File: src/rtl/cnn_axil_pkg.sv
`default_nettype none
// ============================================================================
//  Module      : cnn_axil_pkg
//  Description : Shared constants for the CNN control AXI4-Lite register
//                block: response codes, register slot indices and the
//                write-response decode helper.
//  Revision    : 1.0  initial release
// ============================================================================
package cnn_axil_pkg;

    typedef enum logic [1:0] {
        C_RESP_OKAY   = 2'b00,
        C_RESP_EXOKAY = 2'b01,
        C_RESP_SLVERR = 2'b10,
        C_RESP_DECERR = 2'b11
    } axi_resp_t;

    localparam int C_SLOT_CTRL     = 0;
    localparam int C_SLOT_STATUS   = 1;
    localparam int C_SLOT_CFG_BASE = 2;

    // Response for a write landing on a given slot. STATUS is read-only and
    // anything past the last implemented slot is not decoded.
    function automatic axi_resp_t write_resp(input int slot, input int num_regs);
        if (slot >= num_regs) begin
            return C_RESP_DECERR;
        end else if (slot == C_SLOT_STATUS) begin
            return C_RESP_SLVERR;
        end else begin
            return C_RESP_OKAY;
        end
    endfunction

endpackage
`default_nettype wire

File: src/rtl/cnn_ctrl_axil_slave.sv
`default_nettype none
// ============================================================================
//  Module      : cnn_ctrl_axil_slave
//  Description : AXI4-Lite register slave for the CNN core.
//                slot0 CTRL   : write bit0=1 pulses ctrl_start, reads 0
//                slot1 STATUS : read-only view of status_in
//                slot2..N-1   : CFG read/write registers, byte-strobed
//  Ports       : aclk/areset         clock, synchronous active-high reset
//                s_axi_aw*/w*/b*     AXI4-Lite write channels
//                s_axi_ar*/r*        AXI4-Lite read channels
//                ctrl_start          one-cycle start pulse to the core
//                status_in           core status word
//                cfg_regs            CFG slots flattened, slot 2 in the LSBs
//  Revision    : 1.0  initial release
// ============================================================================
module cnn_ctrl_axil_slave
    import cnn_axil_pkg::*;
#(
    parameter int ADDR_W   = 5,
    parameter int DATA_W   = 32,
    parameter int NUM_REGS = 8
) (
    input  logic                             aclk,
    input  logic                             areset,
    input  logic [ADDR_W-1:0]                s_axi_awaddr,
    input  logic                             s_axi_awvalid,
    output logic                             s_axi_awready,
    input  logic [DATA_W-1:0]                s_axi_wdata,
    input  logic [DATA_W/8-1:0]              s_axi_wstrb,
    input  logic                             s_axi_wvalid,
    output logic                             s_axi_wready,
    output logic [1:0]                       s_axi_bresp,
    output logic                             s_axi_bvalid,
    input  logic                             s_axi_bready,
    input  logic [ADDR_W-1:0]                s_axi_araddr,
    input  logic                             s_axi_arvalid,
    output logic                             s_axi_arready,
    output logic [DATA_W-1:0]                s_axi_rdata,
    output logic [1:0]                       s_axi_rresp,
    output logic                             s_axi_rvalid,
    input  logic                             s_axi_rready,
    output logic                             ctrl_start,
    input  logic [DATA_W-1:0]                status_in,
    output logic [DATA_W*(NUM_REGS-2)-1:0]   cfg_regs
);

    localparam int C_SLOT_W    = ADDR_W - 2;
    localparam int C_NUM_CFG   = NUM_REGS - C_SLOT_CFG_BASE;
    localparam int C_NUM_BYTES = DATA_W / 8;

    // ------------------------------------------------------------------
    // Write path
    // ------------------------------------------------------------------
    logic                   r_awready;
    logic                   r_wready;
    logic                   r_aw_full;
    logic                   r_w_full;
    logic [C_SLOT_W-1:0]    r_awslot;
    logic [DATA_W-1:0]      r_wdata;
    logic [C_NUM_BYTES-1:0] r_wstrb;
    logic                   r_bvalid;
    axi_resp_t              r_bresp;
    logic                   r_ctrl_start;
    logic [DATA_W-1:0]      r_cfg [C_NUM_CFG];

    logic w_aw_hs;
    logic w_w_hs;
    logic w_commit;
    int   w_wslot;

    assign w_aw_hs  = s_axi_awvalid & r_awready;
    assign w_w_hs   = s_axi_wvalid & r_wready;
    assign w_commit = r_aw_full & r_w_full;
    assign w_wslot  = int'(r_awslot);

    always_ff @(posedge aclk) begin
        if (areset) begin
            r_awready    <= 1'b0;
            r_wready     <= 1'b0;
            r_aw_full    <= 1'b0;
            r_w_full     <= 1'b0;
            r_awslot     <= '0;
            r_wdata      <= '0;
            r_wstrb      <= '0;
            r_bvalid     <= 1'b0;
            r_bresp      <= C_RESP_OKAY;
            r_ctrl_start <= 1'b0;
            for (int i = 0; i < C_NUM_CFG; i++) begin
                r_cfg[i] <= '0;
            end
        end else begin
            r_ctrl_start <= 1'b0;

            if (w_aw_hs) begin
                r_aw_full <= 1'b1;
                r_awslot  <= s_axi_awaddr[ADDR_W-1:2];
            end
            if (w_w_hs) begin
                r_w_full <= 1'b1;
                r_wdata  <= s_axi_wdata;
                r_wstrb  <= s_axi_wstrb;
            end

            // Both halves are held in the latches for one cycle before the
            // commit; the readys are already low, so nothing new can arrive.
            if (w_commit) begin
                r_aw_full <= 1'b0;
                r_w_full  <= 1'b0;
                r_bvalid  <= 1'b1;
                r_bresp   <= write_resp(w_wslot, NUM_REGS);
                if (w_wslot == C_SLOT_CTRL) begin
                    r_ctrl_start <= r_wdata[0] & r_wstrb[0];
                end
                for (int i = 0; i < C_NUM_CFG; i++) begin
                    if (w_wslot == i + C_SLOT_CFG_BASE) begin
                        for (int b = 0; b < C_NUM_BYTES; b++) begin
                            if (r_wstrb[b]) begin
                                r_cfg[i][8*b +: 8] <= r_wdata[8*b +: 8];
                            end
                        end
                    end
                end
            end else if (r_bvalid && s_axi_bready) begin
                r_bvalid <= 1'b0;
            end

            // Built from the current state, so the readys come back one
            // cycle after bvalid drops; a handshake closes them at once.
            r_awready <= !w_aw_hs && !r_aw_full && !r_bvalid;
            r_wready  <= !w_w_hs && !r_w_full && !r_bvalid;
        end
    end

    // ------------------------------------------------------------------
    // Read path
    // ------------------------------------------------------------------
    logic              r_arready;
    logic              r_rvalid;
    logic [DATA_W-1:0] r_rdata;
    axi_resp_t         r_rresp;

    logic              w_ar_hs;
    int                w_rslot;
    logic [DATA_W-1:0] w_rdata_next;
    axi_resp_t         w_rresp_next;

    assign w_ar_hs = s_axi_arvalid & r_arready;
    assign w_rslot = int'(s_axi_araddr[ADDR_W-1:2]);

    always_comb begin
        w_rdata_next = '0;
        w_rresp_next = C_RESP_OKAY;
        if (w_rslot >= NUM_REGS) begin
            w_rresp_next = C_RESP_DECERR;
        end else if (w_rslot == C_SLOT_STATUS) begin
            w_rdata_next = status_in;
        end else begin
            for (int i = 0; i < C_NUM_CFG; i++) begin
                if (w_rslot == i + C_SLOT_CFG_BASE) begin
                    w_rdata_next = r_cfg[i];
                end
            end
        end
    end

    always_ff @(posedge aclk) begin
        if (areset) begin
            r_arready <= 1'b0;
            r_rvalid  <= 1'b0;
            r_rdata   <= '0;
            r_rresp   <= C_RESP_OKAY;
        end else if (w_ar_hs) begin
            r_arready <= 1'b0;
            r_rvalid  <= 1'b1;
            r_rdata   <= w_rdata_next;
            r_rresp   <= w_rresp_next;
        end else if (r_rvalid && s_axi_rready) begin
            r_arready <= 1'b1;
            r_rvalid  <= 1'b0;
        end else begin
            r_arready <= !r_rvalid;
        end
    end

    // ------------------------------------------------------------------
    // Outputs
    // ------------------------------------------------------------------
    assign s_axi_awready = r_awready;
    assign s_axi_wready  = r_wready;
    assign s_axi_bvalid  = r_bvalid;
    assign s_axi_bresp   = r_bresp;
    assign s_axi_arready = r_arready;
    assign s_axi_rvalid  = r_rvalid;
    assign s_axi_rdata   = r_rdata;
    assign s_axi_rresp   = r_rresp;
    assign ctrl_start    = r_ctrl_start;

    generate
        for (genvar gi = 0; gi < C_NUM_CFG; gi++) begin : g_cfg_out
            assign cfg_regs[gi*DATA_W +: DATA_W] = r_cfg[gi];
        end
    endgenerate

    // Byte-lane bits of the addresses carry no decode information.
    logic w_unused_addr_lsbs;
    assign w_unused_addr_lsbs = ^{s_axi_awaddr[1:0], s_axi_araddr[1:0]};

endmodule
`default_nettype wire

File: config.mk
export PLATFORM = sky130hd
export DESIGN_NAME = cnn_ctrl_axil_slave
export DESIGN_NICKNAME = d
export VERILOG_FILES = /design/src/rtl/cnn_axil_pkg.sv /design/src/rtl/cnn_ctrl_axil_slave.sv
export SDC_FILE = /design/constraint.sdc
export NUM_CORES = 1
export LEC_CHECK = 0
export CORE_UTILIZATION = 40
export DETAILED_ROUTE_END_ITERATION = 8
export GPL_TIMING_DRIVEN = 0
export PLACE_DENSITY = 0.72
export SYNTH_ARGS = -nofsm -noshare
export SYNTH_HDL_FRONTEND = slang
export SYNTH_SLANG_ARGS = --single-unit
File: constraint.sdc
create_clock -name aclk -period 3.1 [get_ports aclk]
set_input_delay 0.775 -clock aclk [delete_from_list [all_inputs] [get_ports aclk]]
set_output_delay 0.775 -clock aclk [all_outputs]
set_load 0.02 [all_outputs]
==> flow_results.org <==
** Place
- Total of buffers placed on input and output ports :: 309
- At the end of routability-driven placement, the weighted congestion stood at 0.847.
- Final HPWL from detailed placement :: 31000 µm
- Once placement finished, the instance area stood at 0.0158 mm².

** Power and ir drop
- Pwr Density :: 509 mW/mm²
- In this run the static leakage power is 5.88 nW.
- The worst-case IR drop observed on VDD is 0.366 mV.
- After layout, the design draws a total of 0.00849 W.

** Synth
- Area share of the largest cell type after synthesis :: 47.4%
- The cell area that synthesis handed to floorplanning was 0.0122 mm².
- In the post-synthesis netlist, the biggest area contributors are sky130_fd_sc_hd__edfxtp_1 (47%), sky130_fd_sc_hd__dfxtp_1 (13%), sky130_fd_sc_hd__and2_1 (10%), sky130_fd_sc_hd__nand2_1 (4.5%), sky130_fd_sc_hd__a21oi_1 (3.1%).
- Synthesis produced a netlist whose cell count is 1097.
- The netlist uses 35 different library cells.
- Syn. warnings :: 0
- Share of synthesized area occupied by flip-flops and latches :: 60.5%
- In this run, synthesis produced a sequential element count of 272.
- Top cell type by total area after synthesis :: sky130_fd_sc_hd__edfxtp_1
- Average cell area after synthesis :: 11.1 µm²

** Timing
- Achievable frequency :: 0.374 GHz
- Final Slew Violations :: 0
- Shortest period the worst path allows :: 2.67 ns
- At the pin with the least slew margin, the transition time is 1.17 ns.
- Adding up every negative setup slack in the final design gives 0 ns.
- Final setup violation count :: 0
- The final critical path takes up 86.1% of the cycle.
- Worst rel slew slack :: 22.1%
- Setup repair after global routing left no endpoint under its margin.
- Final hold violation count :: 0
- On the final layout, the worst clock skew is 0.0180 ns.

** Run status
- The run finished with clean final reports.

** Floorplanning
- Die W :: 176 µm
- The floorplan step defined a die boundary enclosing 0.0311 mm².
- Initial standard-cell utilization of the core :: 40.8%
- The core region is 0.0298 mm².
- Die Y-Extent :: 176 µm
- The initialized floorplan defines 63 standard-cell rows.
- 319 I/O pins were placed.

** Setup path
- For the worst setup path, the data required time is 3.26 ns.
- Launching point of the worst reg2reg path :: r_awslot[2]
- CP startpoint kind :: input port
- Endpoint of the worst register-to-register path :: r_cfg[1][19]
- The critical path contains buffers and inverters numbering 3 combined.
- Chain of cells forming the critical path :: clkdlybuf4s50_1 > clkbuf_1 > clkbuf_1 > o21bai_1
- Startpoint-to-endpoint class of the critical path :: input port to flop
- In this design, the critical path's most frequently occurring cell is sky130_fd_sc_hd__clkbuf_1.
- Worst setup endpoint :: r_cfg[1][19]
- Reg2reg path depth :: 3
- At the worst endpoint, the arrival time is 2.83 ns.
- Longest individual stage delay on the worst path :: 0.57 ns
- Crit-path leading delay family :: buffers and inverters
- Endpoint type of the worst setup path :: flop
- Counting buffers and inverters, the worst setup path is 4 cells deep.
- The slowest stage of the critical path is the sky130_fd_sc_hd__o21bai_1 cell.
- Setup slack on the worst reg-to-reg path comes out at 0.68 ns.
- In this run the worst path has a maximum fanout of 10.
- The critical path starts at areset.

** Drt
- Number of iterations in the first detailed-routing pass :: 7
- Dividing the detail-routed wire length by the instance count gives 22.5 µm.
- Antenna Violating Nets Remaining :: 0
- Summing over every cut layer, the via total after detailed routing is 9967.
- The detailed router finished its first iteration with 935 violations.
- After detailed routing, the total wire length is 41700 µm.
- After detailed routing, the number of remaining DRC violations is 0.
- After detailed routing, the number of vias per cell comes to 5.38.

** CTS
- Hold Buf Count CTS :: 0
- After clock tree synthesis, the setup repair step added 0 buffers.
- Max Buffers Root-to-Sink :: 3
- Clock edge transition at the registers on the reported setup and hold paths :: 0.06 ns
- Clock tree synthesis found a total of 272 sinks.
- H-tree depth :: 1
- CTS Root Buffer Type :: sky130_fd_sc_hd__clkbuf_16
- TritonCTS built the clock tree.
- Number of buffers inserted during clock tree synthesis :: 29
- Once the clock tree was built, the resizer swapped 0 gates to a different size.
- Source-to-sink clock delay at the later pin of the worst-skew pair :: 0.55 ns

** Global routing
- Global routing used 26.3% of the available tracks across all layers.
- Entering global routing, the biggest net connects 15 pins.
- Number of global-route vias before repair :: 9703
- First-pass GRT wire length :: 60200 µm
- The initial antenna violation count came to 3.
- The total overflow left after global routing is 0.

** Cells and area
- For this run, the post-layout net count is 1524.
- Compared with the post-synthesis result, the final layout area differs by 37.0%.
- In the final layout, the share of cells above drive strength 1 is 7.94%.
- After routing the design area is 0.0167 mm².
- Final core occ :: 56.0%

** Flow run
- Reported max-cap violation count :: 0

** Hold path
- Worst min-delay path class :: flop to flop
- Hold path start :: s_axi_rdata[17]
worst register-to-register path: stages (launching register included):
cell                       delay [ns]
sky130_fd_sc_hd__dfxtp_1         0.29
sky130_fd_sc_hd__buf_2           0.16
sky130_fd_sc_hd__nand3b_1        0.54
sky130_fd_sc_hd__o21bai_1        1.04
logic make-up (layout without fill, tap and decap cells):
group,count (synthesis),count (layout),share of synthesized area (%)
and+or+nand+nor,430,430,18.9
muxes,35,35,3.21
DFF,272,272,60.5
other,1,6,0.0308
AOI/OAI and AO/OA,258,258,13.4
buffers and inverters,101,463,3.89
worst min-delay path by stage:
stage | depth (start not counted) | endpoint | slack, ns
floorplan | 2 | r_wstrb[0] | 0.45
global placement | 2 | s_axi_rdata[13] | 0.44
detailed placement | 2 | s_axi_rdata[17] | 0.44
CTS | 2 | s_axi_rdata[17] | 0.45
global route | 2 | s_axi_rdata[17] | 0.46
finish | 2 | s_axi_rdata[17] | 0.45
sequential cells by signal, summed over array words and instances (netlist names), 3 cells and up:
| register | cells |
|---|---|
| r_wstrb | 4 |
| r_awslot | 3 |
| r_wdata | 32 |
| r_cfg | 192 |
| s_axi_rdata | 32 |
per-stage QoR:
step                hold WS (ns)  setup slack, ns  instances
floorplan                  0.450             1.15       1099
global placement           0.436          -0.0710       1798
detailed placement         0.442           -0.120       1798
CTS                        0.451            0.456       1851
global route               0.462            0.363       1854
finish                     0.446            0.430       1854
cell usage after synthesis:
cell	count
sky130_fd_sc_hd__clkbuf_1	27
sky130_fd_sc_hd__and2_1	195
sky130_fd_sc_hd__o22ai_1	31
sky130_fd_sc_hd__or2_1	1
sky130_fd_sc_hd__a21oi_1	75
sky130_fd_sc_hd__nand3b_1	3
sky130_fd_sc_hd__nand2b_1	6
sky130_fd_sc_hd__a32o_1	1
sky130_fd_sc_hd__inv_1	30
sky130_fd_sc_hd__mux2_2	32
sky130_fd_sc_hd__nor3_1	2
sky130_fd_sc_hd__dfxtp_1	80
sky130_fd_sc_hd__a2111oi_0	1
sky130_fd_sc_hd__buf_1	6
sky130_fd_sc_hd__nand3_1	7
sky130_fd_sc_hd__mux2i_1	3
sky130_fd_sc_hd__buf_2	24
sky130_fd_sc_hd__o21ai_1	6
sky130_fd_sc_hd__buf_4	11
sky130_fd_sc_hd__nor4b_1	1
sky130_fd_sc_hd__edfxtp_1	192
sky130_fd_sc_hd__nand3_4	1
sky130_fd_sc_hd__nor2_1	26
sky130_fd_sc_hd__nand2_1	147
sky130_fd_sc_hd__nor4_1	2
sky130_fd_sc_hd__conb_1	1
sky130_fd_sc_hd__o21bai_1	24
sky130_fd_sc_hd__a211oi_1	3
sky130_fd_sc_hd__nor2_4	6
sky130_fd_sc_hd__o221ai_1	31
sky130_fd_sc_hd__o21ai_0	56
sky130_fd_sc_hd__buf_6	3
sky130_fd_sc_hd__a221oi_1	30
sky130_fd_sc_hd__and3b_1	2
sky130_fd_sc_hd__nor2b_1	31
metal layers:
| layer | routed length (µm) | GRT usage [%] | share of wire (%) | up-vias |
|---|---|---|---|---|
| li1 | - | - | - | 4592 |
| met1 | 17000 | 34.3 | 41 | 4822 |
| met2 | 20100 | 44.0 | 48 | 475 |
| met3 | 3190 | 3.98 | 7.7 | 78 |
| met4 | 1410 | 9.73 | 3.4 | 0 |
| met5 | 0 | 0 | 0 | - |
cells in the final DEF, fill, tap and decap left out, types with 3 or more instances in the layout:
cell type,netlist,final
sky130_fd_sc_hd__and2_1,195,195
sky130_fd_sc_hd__o21ai_1,6,6
sky130_fd_sc_hd__a21oi_1,75,75
sky130_fd_sc_hd__mux2_2,32,32
sky130_fd_sc_hd__nor2b_1,31,31
sky130_fd_sc_hd__diode_2,0,3
sky130_fd_sc_hd__conb_1,1,3
sky130_fd_sc_hd__o22ai_1,31,31
sky130_fd_sc_hd__a221oi_1,30,30
sky130_fd_sc_hd__o21bai_1,24,24
sky130_fd_sc_hd__nor2_1,26,26
sky130_fd_sc_hd__clkdlybuf4s50_1,0,309
sky130_fd_sc_hd__nor2_4,6,6
sky130_fd_sc_hd__mux2i_1,3,3
sky130_fd_sc_hd__clkbuf_8,0,5
sky130_fd_sc_hd__dfxtp_1,80,80
sky130_fd_sc_hd__buf_4,11,11
sky130_fd_sc_hd__o21ai_0,56,56
sky130_fd_sc_hd__buf_6,3,3
sky130_fd_sc_hd__nand2b_1,6,6
sky130_fd_sc_hd__buf_2,24,24
sky130_fd_sc_hd__inv_1,30,30
sky130_fd_sc_hd__edfxtp_1,192,192
sky130_fd_sc_hd__nand3b_1,3,3
sky130_fd_sc_hd__a211oi_1,3,3
sky130_fd_sc_hd__nand3_1,7,7
sky130_fd_sc_hd__clkbuf_16,0,29
sky130_fd_sc_hd__buf_1,6,6
sky130_fd_sc_hd__clkbuf_1,27,40
sky130_fd_sc_hd__o221ai_1,31,31
sky130_fd_sc_hd__nand2_1,147,147
area by class of cell:
cell class	instances	area (µm²)
diodes	3	7.51
plain buffers	71	360
clock buffers	47	843
clock inverters	6	65.1
fillers	2619	13100
inverters	30	113
multi-input cells	726	4340
flip-flops and latches	272	7370
well taps	390	488
repair buffers	309	3090
report_power, final:
part | switching [W] | leakage (nW) | internal [W] | total, W
Clock | 0.00141 | 0.443 | 0.00194 | 0.00334
Combinational | 0.000567 | 2.80 | 0.000430 | 0.000997
Sequential | 0.000125 | 2.63 | 0.00402 | 0.00415
No activity file was read; power rests on OpenSTA's default activity.
